==> config.mk <==
export PLATFORM = sky130hd
export DESIGN_NAME = ps2_key_decoder
export DESIGN_NICKNAME = d
export VERILOG_FILES = /design/src/rtl/ps2_pkg.sv /design/src/rtl/ps2_line_filter.sv /design/src/rtl/ps2_key_decoder.sv
export SDC_FILE = /design/constraint.sdc
export NUM_CORES = 1
export LEC_CHECK = 0
export CORE_MARGIN = 4
export CORE_UTILIZATION = 35
export DETAILED_ROUTE_END_ITERATION = 10
export SLEW_MARGIN = 10
export SYNTH_ARGS = -nofsm -noshare
export SYNTH_HDL_FRONTEND = slang
export SYNTH_SLANG_ARGS = --single-unit
==> constraint.sdc <==
create_clock -name clk_sys -period 3.8 [get_ports clk_sys]
set_input_delay 1.14 -clock clk_sys [delete_from_list [all_inputs] [get_ports clk_sys]]
set_output_delay 1.14 -clock clk_sys [all_outputs]
set_load 0.005 [all_outputs]
==> src/rtl/ps2_pkg.sv <==
// Shared types and scan-code constants for the PS/2 keyboard receiver.
// Covers the receive FSM states, the scan-code set 2 prefixes and the ignore-list.
package ps2_pkg;

  typedef enum logic [1:0] {
    RX_IDLE,
    RX_SHIFT,
    RX_CHECK
  } rx_state_e;

  localparam logic [7:0] PS2_EXT       = 8'hE0;
  localparam logic [7:0] PS2_BRK       = 8'hF0;
  localparam logic [7:0] PS2_PAUSE     = 8'hE1;
  localparam int         PS2_PAUSE_LEN = 7;

  // Keyboard status/handshake bytes that never become key events.
  localparam logic [7:0] PS2_BAT_OK  = 8'hAA;
  localparam logic [7:0] PS2_ACK     = 8'hFA;
  localparam logic [7:0] PS2_ECHO    = 8'hEE;
  localparam logic [7:0] PS2_RESEND  = 8'hFE;
  localparam logic [7:0] PS2_OVERRUN = 8'h00;
  localparam logic [7:0] PS2_ERROR   = 8'hFF;

  function automatic logic is_ignored(input logic [7:0] code);
    return (code == PS2_BAT_OK) || (code == PS2_ACK)    || (code == PS2_ECHO) ||
           (code == PS2_RESEND) || (code == PS2_OVERRUN) || (code == PS2_ERROR);
  endfunction

endpackage

==> src/rtl/ps2_line_filter.sv <==
// Conditions one raw PS/2 line: 2-flop synchronizer followed by a run-length filter.
// The level changes only after FILTER_LEN equal samples; fall pulses for one cycle with it.
module ps2_line_filter #(
  parameter int FILTER_LEN = 8
) (
  input  logic clk_sys,
  input  logic reset,
  input  logic line,
  output logic level,
  output logic fall
);

  localparam int CW = $clog2(FILTER_LEN);

  logic [1:0]    sync;
  logic [CW-1:0] run_cnt;

  // NOTE: every register here is state, so all updates use <= to keep the flops
  // reading the pre-edge values of their neighbours.
  always_ff @(posedge clk_sys) begin
    if (reset) begin
      sync    <= 2'b11;
      level   <= 1'b1;
      run_cnt <= '0;
      fall    <= 1'b0;
    end else begin
      sync <= {sync[0], line};
      fall <= 1'b0;
      if (sync[1] == level) begin
        run_cnt <= '0;
      end else if (run_cnt == CW'(FILTER_LEN - 1)) begin
        level   <= sync[1];
        run_cnt <= '0;
        fall    <= ~sync[1];
      end else begin
        run_cnt <= run_cnt + 1'b1;
      end
    end
  end

endmodule

==> src/rtl/ps2_key_decoder.sv <==
// PS/2 keyboard front end: deframes 11-bit frames and turns scan-code set 2 bytes
// into the {toggle, pressed, ext, code} ps2_key event word.
module ps2_key_decoder
  import ps2_pkg::*;
#(
  parameter int FILTER_LEN = 8,
  parameter int TIMEOUT    = 2048
) (
  input  logic        clk_sys,
  input  logic        reset,
  input  logic        ps2_clk,
  input  logic        ps2_dat,
  output logic [10:0] ps2_key,
  output logic        frame_err,
  output logic        byte_stb,
  output logic [7:0]  byte_out
);

  localparam int WD_W = $clog2(TIMEOUT + 1);

  logic clk_level, clk_fall, dat_level, dat_fall;
  logic unused_lines;

  ps2_line_filter #(.FILTER_LEN(FILTER_LEN)) u_clk_filter (
    .clk_sys (clk_sys),
    .reset   (reset),
    .line    (ps2_clk),
    .level   (clk_level),
    .fall    (clk_fall)
  );

  ps2_line_filter #(.FILTER_LEN(FILTER_LEN)) u_dat_filter (
    .clk_sys (clk_sys),
    .reset   (reset),
    .line    (ps2_dat),
    .level   (dat_level),
    .fall    (dat_fall)
  );

  assign unused_lines = clk_level ^ dat_fall;

  rx_state_e       state_q, state_d;
  logic [3:0]      bit_cnt;
  logic [9:0]      shreg;   // {stop, parity, data[7:0]} once the frame is complete
  logic [WD_W-1:0] wd_cnt;
  logic            ext, brk;
  logic [2:0]      skip;
  logic [7:0]      byte_q;
  logic            frame_good, timeout;

  // NOTE: every signal driven here gets a default first, so no path can leave
  // one unassigned and infer a latch.
  always_comb begin
    state_d    = state_q;
    frame_good = shreg[9] & (^shreg[8:0]);
    timeout    = (state_q == RX_SHIFT) && !clk_fall && (wd_cnt == WD_W'(TIMEOUT));
    unique case (state_q)
      RX_IDLE:  if (clk_fall && !dat_level) state_d = RX_SHIFT;
      RX_SHIFT: begin
        if (clk_fall && bit_cnt == 4'd9) state_d = RX_CHECK;
        else if (timeout)                state_d = RX_IDLE;
      end
      RX_CHECK: state_d = RX_IDLE;
      default:  state_d = RX_IDLE;
    endcase
    byte_stb  = !reset && (state_q == RX_CHECK) && frame_good;
    frame_err = !reset && (((state_q == RX_CHECK) && !frame_good) || timeout);
    byte_out  = byte_stb ? shreg[7:0] : byte_q;
  end

  always_ff @(posedge clk_sys) begin
    if (reset) begin
      state_q <= RX_IDLE;
      bit_cnt <= '0;
      shreg   <= '0;
      wd_cnt  <= '0;
      ext     <= 1'b0;
      brk     <= 1'b0;
      skip    <= '0;
      byte_q  <= '0;
      ps2_key <= '0;
    end else begin
      state_q <= state_d;
      if (state_q == RX_IDLE && clk_fall && !dat_level) begin
        bit_cnt <= '0;
        wd_cnt  <= '0;
      end else if (state_q == RX_SHIFT) begin
        if (clk_fall) begin
          shreg   <= {dat_level, shreg[9:1]};
          bit_cnt <= bit_cnt + 1'b1;
          wd_cnt  <= '0;
        end else begin
          wd_cnt <= wd_cnt + 1'b1;
        end
      end

      // Any error drops half-received prefixes so they cannot decorate a later key.
      if (frame_err) begin
        ext  <= 1'b0;
        brk  <= 1'b0;
        skip <= '0;
      end else if (byte_stb) begin
        byte_q <= shreg[7:0];
        if (skip != '0) begin
          skip <= skip - 1'b1;
        end else if (shreg[7:0] == PS2_PAUSE) begin
          skip <= 3'(PS2_PAUSE_LEN);
        end else if (shreg[7:0] == PS2_EXT) begin
          ext <= 1'b1;
        end else if (shreg[7:0] == PS2_BRK) begin
          brk <= 1'b1;
        end else if (!is_ignored(shreg[7:0])) begin
          ps2_key <= {~ps2_key[10], ~brk, ext, shreg[7:0]};
          ext     <= 1'b0;
          brk     <= 1'b0;
        end
      end
    end
  end

endmodule

# Word level (Yosys, flattened, before mapping)
# Index checks and enable logic that the tools add are counted.
dict set report op_classes {
  add_sub_neg 5
  n_eq_ne 21
  mux 12
  bitwise_logic 14
  reduce_logical 39
}
# op count
set ops {}
lappend ops {{$eq 8x8->1 const B} 8}
lappend ops {{$not 1->1} 13}
lappend ops {{$add 12x1->12 const B} 1}
lappend ops {{$eq 12x12->1 const B} 1}
lappend ops {{$mux 12} 1}
lappend ops {{$logic_and 1x1->1} 10}
lappend ops {{$reduce_and 2->1} 5}
lappend ops {{$reduce_and 5->1} 2}
lappend ops {{$reduce_or 3->1} 3}
lappend ops {{$reduce_xor 9->1} 1}
lappend ops {{$logic_not 8->1} 1}
lappend ops {{$mux 8} 1}
lappend ops {{$ne 2x2->1 const B} 4}
lappend ops {{$reduce_and 7->1} 1}
lappend ops {{$add 3x1->3 const B} 2}
lappend ops {{$eq 3x3->1 const B} 2}
lappend ops {{$logic_or 1x1->1} 6}
lappend ops {{$mux 2} 3}
lappend ops {{$mux 3} 2}
lappend ops {{$add 4x1->4 const B} 1}
lappend ops {{$eq 4x4->1 const B} 1}
lappend ops {{$logic_not 1->1} 4}
lappend ops {{$mux 1} 4}
lappend ops {{$pmux 2 s2} 1}
lappend ops {{11 further kinds} 13}
dict set report totals {
  reg_bits 65
  out_inout_bits 21
  elab_cells 107
}

# Longest topological paths before layout
dict set report depth {
  depth_word 9
  ltp_mapped 9
}

# Hierarchy
# From an unflattened synthesis, not the netlist that was laid out.
dict set report hier_totals {
  hier_cells 328
  area_unflattened_um2 3027.9
}
# mod n_inst cells_per_inst area_each_um2 seq_area_each_um2
set by_module_without_submodules {}
lappend by_module_without_submodules {ps2_key_decoder 1 292 2549.9 1041.0}
lappend by_module_without_submodules {ps2_line_filter 2 18 239.0 140.1}

# Worst setup path after synthesis
# Ideal clock, no wire load.
dict set report synth_timing {
  path_kind {register -> output}
  startpoint {register shreg[0]}
  endpoint {output byte_out[0]}
  t_arrival_ps 2108
  t_required_ps 2660
  path_slack_ps 552
  stages_incl_launch_ff 7
  path_cell_list {dfxtp_1 -> inv_1 -> ha_1 -> xnor3_1 -> xor2_1 -> nor3_4 -> mux2_2}
}
dict set report synth_between {
  elab_chain_len 4
}
# item line
set synth_rtl {}
lappend synth_rtl {{start, declared} ps2_key_decoder.sv:44} ;# logic [9:0] shreg;
lappend synth_rtl {{start signal, assigned} ps2_key_decoder.sv:89} ;# shreg <= {dat_level, shreg[9:1]};
lappend synth_rtl {{$reduce_xor 9->1} ps2_key_decoder.sv:55} ;# frame_good = shreg[9] & (^shreg[8:0]);
lappend synth_rtl {{$and 1x1->1} ps2_key_decoder.sv:55}
lappend synth_rtl {{$logic_and 1x1->1} ps2_key_decoder.sv:66} ;# byte_stb = !reset && (state_q == RX_CHECK) && frame_good;
lappend synth_rtl {{$mux 8 *} n/a}
lappend synth_rtl {{end, declared} ps2_key_decoder.sv:16} ;# output logic [7:0] byte_out
# Mark *: on every way between the ends. The rest lies on a longest branch, timed or not.

# Final worst setup path
dict set report layout_timing {
  startpoint {register shreg[1]}
  endpoint {output byte_out[1]}
}
# Same word-level chain as after synthesis.

==> metrics <==
outcome finished, final reports clean; TritonCTS clock tree built; Via-to-Cell Ratio 4.91; final core area utilization 0.460; FFs w/ async S/R, synth 0; DRC 0; final hold violation count 0; proportion of synthesized chip area in sequential cells 0.435; initial core utilization 0.363; Register-to-Register Setup Slack 1.34 ns; io pins 25; GRT Util Overall 0.131; leading post-synthesis cells by cell area sky130_fd_sc_hd__dfxtp_1, sky130_fd_sc_hd__ha_1, sky130_fd_sc_hd__a21oi_1; synth cell count leaders sky130_fd_sc_hd__dfxtp_1, sky130_fd_sc_hd__nand2_1, sky130_fd_sc_hd__a21oi_1; row cnt 33; depth of the worst register-to-register path 8; share of the clock period used by the worst path 0.977; number of violations reported at the end of detailed-routing iteration 0 153; count of H-tree levels built during CTS 3; number of buffers added on ports 24; clock buffers created by TritonCTS 9; final critical-path required period 3.71 ns; final wirelength 6150 um; maximum number of pins on one net before global-route repair 40; clock slew at reported path FFs 0.07 ns; least setup slack across all paths after layout 0.0888 ns; core region area 8260 um2; Clock Skews 0.00751 ns; netlist area before placement approximately 3000 um2; required time reported for the critical path endpoint 2.66 ns; capturing point of the worst reg2reg path ps2_key[10]$_SDFFE_PP0P_; Worst R2R Start shreg[1]$_SDFFE_PP0P_; via count 2359; Root Buffer sky130_fd_sc_hd__clkbuf_8; vertical extent of the die around 100 um; vias in the first global route 2204; Worst IR Drop VDD 0.000210 V; GRT Residual Overflow 0; cell area after layout between 3000 and 4000 um2; top_reg_cell synth sky130_fd_sc_hd__dfxtp_1; capture point of the worst path byte_out[1]; biggest fanout along the worst timing path 5; worst setup path startpoint shreg[1]$_SDFFE_PP0P_; Post-synth EDFFs 0; maximum clock rate 269 MHz; source-to-sink clock delay at the later pin of the worst-skew pair roughly 0.34 ns; half-perimeter wire length after placement 4210 um; total cell area at the placement stage 3420 um2; synthesized instance count 329; class of the most critical setup path register to output port; Max Cap Violations 0; Inserted Diodes 0; total power divided by cell area 353 nW/um2; DR WL/cell about 13 um; Slew Limit Headroom 0.320; YS warnings 0; first-pass GRT wire length roughly 10000 um; number of antenna violations at the first check in global routing 0; drt pass-1 iters 4; path class of the lowest-slack min-delay path register to register; area share of the leading cell type in the synthesized netlist 0.435; most common cell in the synthesized netlist sky130_fd_sc_hd__dfxtp_1; Static Leakage 1.49 nW; width of the chip 100 um; weighted congestion reported at the end of routability-driven placement 0.783; # setup viols final 0; kind of start point of the critical path register; kind of end point of the critical path output port; post-synthesis sequential element count between 60 and 70; floorplan die area ~10000 um2; Avg Synthesized Cell Area 9.10 um2; Final #Nets between 300 and 400; cell type with the highest aggregate area in the netlist sky130_fd_sc_hd__dfxtp_1; Synth Net Count 356; slew at the pin with the worst max-slew slack 1.01 ns; Max Buffers Root-to-Sink 2; unique cell type count in the Yosys netlist 39; number of max-slew violations in the final report 0; area delta synth->final 26.9%; arrival time at the worst endpoint between 2 and 3 ns; pre-CTS setup slack -0.373 ns; Antenna Violating Nets Remaining 0; # clock sinks 65; share of post-route cells with drive strength above 1 0.187
==> kinds of logic (layout without fill, tap and decap cells) <==
logic type	Yosys count	in the layout	share of synthesized area
flops	65	65	0.435
simple gates	119	119	0.207
fa+ha+maj	23	23	0.0961
mux	8	8	0.0301
buf+inv	33	79	0.0443
xor+xnor	19	19	0.0627
compound gates	62	62	0.125
==> placed cells by master, fill, tap and decap left out, types with 8 or more instances in the layout <==
master                            instances
sky130_fd_sc_hd__dfxtp_1                 63
sky130_fd_sc_hd__nand2_1                 33
sky130_fd_sc_hd__a21oi_1                 30
sky130_fd_sc_hd__nor2_1                  23
sky130_fd_sc_hd__ha_1                    19
sky130_fd_sc_hd__buf_4                   18
sky130_fd_sc_hd__inv_1                   15
sky130_fd_sc_hd__clkdlybuf4s50_1         13
sky130_fd_sc_hd__o21ai_0                 12
sky130_fd_sc_hd__nand3_1                 12
sky130_fd_sc_hd__xor2_1                  11
sky130_fd_sc_hd__clkbuf_8                10
sky130_fd_sc_hd__mux2_2                   8
sky130_fd_sc_hd__a22o_1                   8
==> what timing repair did <==
item,in CTS,in global routing
pin swaps,3,6
buffers inserted,6,1
hold buffers,0,0
cloned,1,0
resized for setup,20,23
endpoints found under the setup margin,9,9
==> cell type report <==
| class | count | area (um2) |
|---|---|---|
| Sequential cell | 65 | 1300 |
| Inverter | 18 | 67.6 |
| Timing Repair Buffer | 46 | 419 |
| Tap cell | 105 | 131 |
| Multi-Input combinational cell | 231 | 1670 |
| Fill cell | 789 | 4460 |
| Clock buffer | 12 | 145 |
| Clock inverter | 3 | 65.1 |
==> sequential cells by signal, summed over array words and instances, names as in the netlist <==
register,cells
bit_cnt,4
brk,1
byte_q,8
ext,1
ps2_key,11
shreg,10
skip,3
state_q,2
u_clk_filter.fall,1
u_clk_filter.level,1
u_clk_filter.run_cnt,3
u_clk_filter.sync,2
u_dat_filter.level,1
u_dat_filter.run_cnt,3
u_dat_filter.sync,2
wd_cnt,12
==> worst max-delay path, cell delays in order, from the launching register on <==
cell and delay, ns:
sky130_fd_sc_hd__dfxtp_2 0.33, sky130_fd_sc_hd__inv_2 0.05, sky130_fd_sc_hd__ha_4 0.23, sky130_fd_sc_hd__xnor3_2 0.41
sky130_fd_sc_hd__xor2_4 0.18, sky130_fd_sc_hd__nor3_4 0.21, sky130_fd_sc_hd__buf_6 0.14, sky130_fd_sc_hd__buf_16 0.11
sky130_fd_sc_hd__mux2_2 0.32, sky130_fd_sc_hd__dlygate4sd2_1 0.26
==> where the power goes <==
part	leakage, nW	switching [mW]	internal, mW	total [mW]
logic	0.853	0.0128	0.00717	0.0199
registers	0.526	0.00110	0.684	0.685
clock network	0.106	0.254	0.383	0.637
total	1.49	0.268	1.07	1.34
==> worst min path at each step <==
| stage | endpoint | start | depth (start not counted) | slack (ns) |
|---|---|---|---|---|
| floorplan | u_clk_filter.sync[1]$_SDFF_PP1_ | u_clk_filter.sync[0]$_SDFF_PP1_ | 1 | 0.39 |
| global placement | u_dat_filter.sync[1]$_SDFF_PP1_ | u_dat_filter.sync[0]$_SDFF_PP1_ | 1 | 0.39 |
| detailed placement | u_dat_filter.sync[1]$_SDFF_PP1_ | u_dat_filter.sync[0]$_SDFF_PP1_ | 1 | 0.39 |
| CTS | u_clk_filter.sync[1]$_SDFF_PP1_ | u_clk_filter.sync[0]$_SDFF_PP1_ | 1 | 0.41 |
| global route | u_clk_filter.sync[1]$_SDFF_PP1_ | u_clk_filter.sync[0]$_SDFF_PP1_ | 1 | 0.42 |
| finish | u_clk_filter.sync[1]$_SDFF_PP1_ | u_clk_filter.sync[0]$_SDFF_PP1_ | 1 | 0.41 |
==> metrics by stage <==
stage,power (mW),hold WS [ns],TNS [ns],std cells
floorplan,0.713,0.389,0,329
global placement,0.720,0.393,-2.56,457
detailed placement,0.720,0.393,-2.96,457
CTS,1.36,0.408,0,479
global route,1.40,0.422,-0.00810,480
finish,1.34,0.406,0,480
==> layer usage <==
| metal | GRT usage | share of wire | up-vias |
|---|---|---|---|
| met4 | 0.0497 | 0.014 | 0 |
| met2 | 0.209 | 0.47 | 45 |
| met1 | 0.164 | 0.47 | 1089 |
| li1 | - | - | 1216 |
| met5 | 0 | 0 | - |
| met3 | 0.0415 | 0.047 | 9 |
No activity file was read; power rests on OpenSTA's default activity.
